File: config.mk
export PLATFORM = sky130hd
export DESIGN_NAME = rdma_rx_hdr_queue
export DESIGN_NICKNAME = d
export VERILOG_FILES = /design/src/rtl/rdma_rx_hdr_queue.sv
export SDC_FILE = /design/constraint.sdc
export NUM_CORES = 1
export LEC_CHECK = 0
export CAP_MARGIN = 20
export CORE_MARGIN = 2
export CORE_UTILIZATION = 57
export CTS_CLUSTER_SIZE = 24
export DETAILED_ROUTE_END_ITERATION = 12
export MAX_ROUTING_LAYER = met4
export PLACE_DENSITY = 0.84
export SLEW_MARGIN = 0
export SYNTH_ARGS = -nofsm -noshare
export SYNTH_HDL_FRONTEND = slang
export SYNTH_SLANG_ARGS = --single-unit
File: constraint.sdc
create_clock -name clk -period 14.8 [get_ports clk]
set_input_delay 4.44 -clock clk [delete_from_list [all_inputs] [get_ports clk]]
set_output_delay 4.44 -clock clk [all_outputs]
set_load 0.02 [all_outputs]
File: src/rtl/rdma_rx_hdr_queue.sv
// rdma_rx_hdr_queue: circular buffer of validated RX header records between
// the header validator and the RX control/DMA logic, plus header statistics.
// Optional statistics build: define RDMA_RX_HDR_STATS_EN to implement
// stat_ok_cnt / stat_err_cnt / stat_last_err; otherwise they read as 0.
module rdma_rx_hdr_queue #(
   parameter int DEPTH = 4,
   parameter int CNT_W = 32
) (
   input  logic                       clk,
   input  logic                       rst,
   input  logic [31:0]                in_src_ip,
   input  logic [31:0]                in_dst_ip,
   input  logic [15:0]                in_src_port,
   input  logic [15:0]                in_dst_port,
   input  logic [15:0]                in_payload_len,
   input  logic                       in_valid,
   output logic                       in_ready,
   input  logic                       in_error,
   input  logic [3:0]                 in_error_code,
   output logic [31:0]                out_src_ip,
   output logic [31:0]                out_dst_ip,
   output logic [15:0]                out_src_port,
   output logic [15:0]                out_dst_port,
   output logic [15:0]                out_payload_len,
   output logic                       out_valid,
   input  logic                       out_ready,
   output logic [$clog2(DEPTH):0]     level,
   input  logic                       stat_clear,
   output logic [CNT_W-1:0]           stat_ok_cnt,
   output logic [CNT_W-1:0]           stat_err_cnt,
   output logic [3:0]                 stat_last_err
);

   localparam int AW = $clog2(DEPTH);
   localparam int PW = AW + 1;

   typedef struct packed {
      logic [31:0] src_ip;
      logic [31:0] dst_ip;
      logic [15:0] src_port;
      logic [15:0] dst_port;
      logic [15:0] payload_len;
   } hdr_t;

   hdr_t          mem [DEPTH];
   hdr_t          head;
   hdr_t          wr_rec;
   logic [PW-1:0] wr_ptr;
   logic [PW-1:0] rd_ptr;
   logic          full;
   logic          empty;
   logic          push;
   logic          pop;

   // One extra pointer bit distinguishes full from empty when the slot indices match.
   assign level     = wr_ptr - rd_ptr;
   assign full      = (level == PW'(DEPTH));
   assign empty     = (level == '0);
   assign in_ready  = !rst && !full;
   assign out_valid = !empty;
   assign push      = in_valid && in_ready;
   assign pop       = out_valid && out_ready;

   assign wr_rec = '{src_ip: in_src_ip, dst_ip: in_dst_ip, src_port: in_src_port,
                     dst_port: in_dst_port, payload_len: in_payload_len};

   // Record storage: written on push, no reset needed since reads are masked when empty.
   always_ff @(posedge clk) begin
      if (push)
         mem[wr_ptr[AW-1:0]] <= wr_rec;
   end

   // Read/write pointers; reset discards all queued records.
   always_ff @(posedge clk) begin
      if (rst) begin
         wr_ptr <= '0;
         rd_ptr <= '0;
      end else begin
         if (push) wr_ptr <= wr_ptr + PW'(1);
         if (pop)  rd_ptr <= rd_ptr + PW'(1);
      end
   end

   // Head record is read combinationally and zeroed while the queue is empty.
   always_comb begin
      head = '0;
      if (!empty)
         head = mem[rd_ptr[AW-1:0]];
   end

   assign out_src_ip      = head.src_ip;
   assign out_dst_ip      = head.dst_ip;
   assign out_src_port    = head.src_port;
   assign out_dst_port    = head.dst_port;
   assign out_payload_len = head.payload_len;

`ifdef RDMA_RX_HDR_STATS_EN
   logic [CNT_W-1:0] ok_cnt;
   logic [CNT_W-1:0] err_cnt;
   logic [3:0]       last_err;

   // Saturating statistics; a clear in the same cycle as an event drops the event.
   always_ff @(posedge clk) begin
      if (rst || stat_clear) begin
         ok_cnt   <= '0;
         err_cnt  <= '0;
         last_err <= '0;
      end else begin
         if (push && (ok_cnt != '1))
            ok_cnt <= ok_cnt + CNT_W'(1);
         if (in_error && (err_cnt != '1))
            err_cnt <= err_cnt + CNT_W'(1);
         if (in_error)
            last_err <= in_error_code;
      end
   end

   assign stat_ok_cnt   = ok_cnt;
   assign stat_err_cnt  = err_cnt;
   assign stat_last_err = last_err;
`else
   // Statistics inputs have no function in this build.
   logic unused_stat_in;
   assign unused_stat_in = stat_clear ^ in_error ^ (^in_error_code);

   assign stat_ok_cnt   = '0;
   assign stat_err_cnt  = '0;
   assign stat_last_err = '0;
`endif

endmodule

==> metrics.txt <==
largest net degree at the start of global routing=63; Total Wirelength=~34000 um; final hold vios=0; antenna violations before repair=3; non-filler cells, final=about 1500; Leakage=~7 nW; register area=0.0136 mm^2; count leader, synth=edfxtp_1; main flop type after synthesis=edfxtp_1; setup bufs post-CTS=0; family with the most delay on the worst path=buffers and inverters; Mean Syn Cell Area=21.5 um^2; worst-path cell chain=clkdlybuf4s50_1, nor2_1, clkdlybuf4s50_1; die span in y=between 150 and 200 um; root buffer cell=clkbuf_16; CP endpoint kind=output pin; crit share post-route=0.693; post-layout util=0.708; crit path launch=rst; Slowest cell on crit path=clkdlybuf4s50_1; GP Congestion=between 0.6 and 0.7; mapped cell area=0.0179 mm^2; Synth area leader=edfxtp_1; HP Class=flip-flop to flip-flop; detailed-route via count=around 8400; setup tns final=0 ns; Ys Warns=0; DR iter-0 viols=roughly 540; aggregate global routing overflow=0; clk sinks=around 460; WP data arrival=5.81 ns; count of boundary I/O pins=just over 300; first-pass GRT wire length=just over 50000 um; Place WS=between 4 and 5 ns; Async S/R FF share, synth=0; FP Rows=between 60 and 70; area taken by multi-input logic gates=~0.0038 mm^2; DR pass1 iterations=5; Initial Util=0.583; HP Start=wr_ptr[1]; TritonCTS Buffers=44; synth cell count leaders=448 x edfxtp_1, 113 x and2_1, 112 x mux4_2; required time worst endpoint=about 10 ns; worst-margin pin slew=~0.98 ns; max-cap viol count=0; Synth cell types=28; Worst-path clk slew=0.06 ns; CTS tree=yes; most common cell type on the critical path=clkdlybuf4s50_1; antenna viol nets, final=0; Core Area=between 0.03 and 0.04 mm^2; EDFF count, synth=448; Fill cells=1833; Clock Skew=0.0173 ns; synth top area cells=edfxtp_1 75%, mux4_2 14%, and2_1 3.9%; Worst Setup Slack, final=4.55 ns; Area Overhead vs Synth=21.3%; fin. max-slew vios=0; GRT Resource Usage Total=0.214; min Tclk post-route=~10 ns; unrepaired setup endpoints after global routing=false; H-tree levels=2; VDD IR max=173 uV; clk_lat worst skew=0.53 ns; cts repair resizes=0; Residual DRC=0; Worst setup SP type=input port; DR WL/cell=22.4 um; Critical Path Max Stage Delay=about 0.62 ns; Worst R2R Start=wr_ptr[0]; Setup CP Type=input port to output pin; Yosys top cell area share=0.750; Final HPWL DP=~20000 um; Critical path buffers and inverters=2; Max clock buf depth=3; nets@finish=1211; Die ar.=between 0.03 and 0.04 mm^2; DP Cell Count=1432; Final setup violation count=0; Tot Pwr=0.00434 W; status=completed; number of global-route vias before repair=around 8900; CP max FO=10; Die Width=roughly 180 um; sequential area share after synthesis=0.759; Via-to-Cell Ratio=around 5.6; register bit total from synthesis=between 400 and 500; Power per Cell Area=between 150 and 200 mW/mm^2; hold buffer count at cts=0; Cells after Synth=about 840; Max-slew headroom=0.349; IO Port Bufs=between 200 and 250; share of layout cells above drive strength 1=0.173; Max Freq=between 0.09 and 0.1 GHz
report_power, final:
group          internal, W  switching [W]
Sequential         0.00153      0.0000531
Clock             0.000641       0.000443
Combinational     0.000793       0.000876
cells by family (layout without fill, tap and decap cells):
family          Yosys count  in the layout  share of synthesized area
buf+inv                 113            323                     0.0424
flops                   456            456                      0.759
xor+xnor                  1              1                    0.00133
simple gates            134            134                     0.0451
compound gates            5              5                    0.00223
fa+ha+maj                 7              7                    0.00530
other cells               1             71                   0.000209
mux                     118            118                      0.144
metrics by stage:
step                      instance area [um^2]  hold slack (ns)
after floorplan                          18200            0.468
after global placement                   20400            0.486
after detailed placement                 20400            0.500
after CTS                                21800            0.508
after global routing                     21800            0.541
final                                    21800            0.507
cell usage in the layout (no fill, tap or decap), drive strengths merged, types with 6 or more instances in the layout:
master,count
mux4,112
clkbuf,52
and2,113
clkdlybuf4s50,232
edfxtp,448
nor2,6
ha,6
conb,68
buf,8
inv,8
nand2,7
dfxtp,8
clkinv,18
worst min-delay path, stage by stage, from the launching register on:
cell	delay, ns
dfxtp_1	0.34
nand2_1	0.06
mux2i_1	0.06
layer usage:
metal  wire [um]  up-vias  GRT usage
li1            -     3684          -
met1       12700     4317      0.252
met2       17200      367      0.363
met3        3250       48     0.0698
met4         592        0     0.0465
met5           0        -          -
final timing paths:
kind / depth (start not counted) / to / slack (ns)
max reg2reg: 7 / mem[1][0] / 10.82
min: 2 / wr_ptr[1] / 0.51
max: 3 / in_ready / 4.55
min reg2reg: 2 / wr_ptr[1] / 0.51
cell type report:
type	instances	area share
sequential	456	0.626
multi-input combinational	333	0.176
timing repair buffer	240	0.109
clock buffer	52	0.0530
tap	396	0.0228
clock inverter	24	0.0110
inverter	7	0.00121
antenna	3	0.000345
flip-flops by register name (all words and copies together) (netlist names), named ones only:
signal and cells:
mem 448, rd_ptr 3, wr_ptr 3
Note: power is estimated with default switching activity, not from simulation.
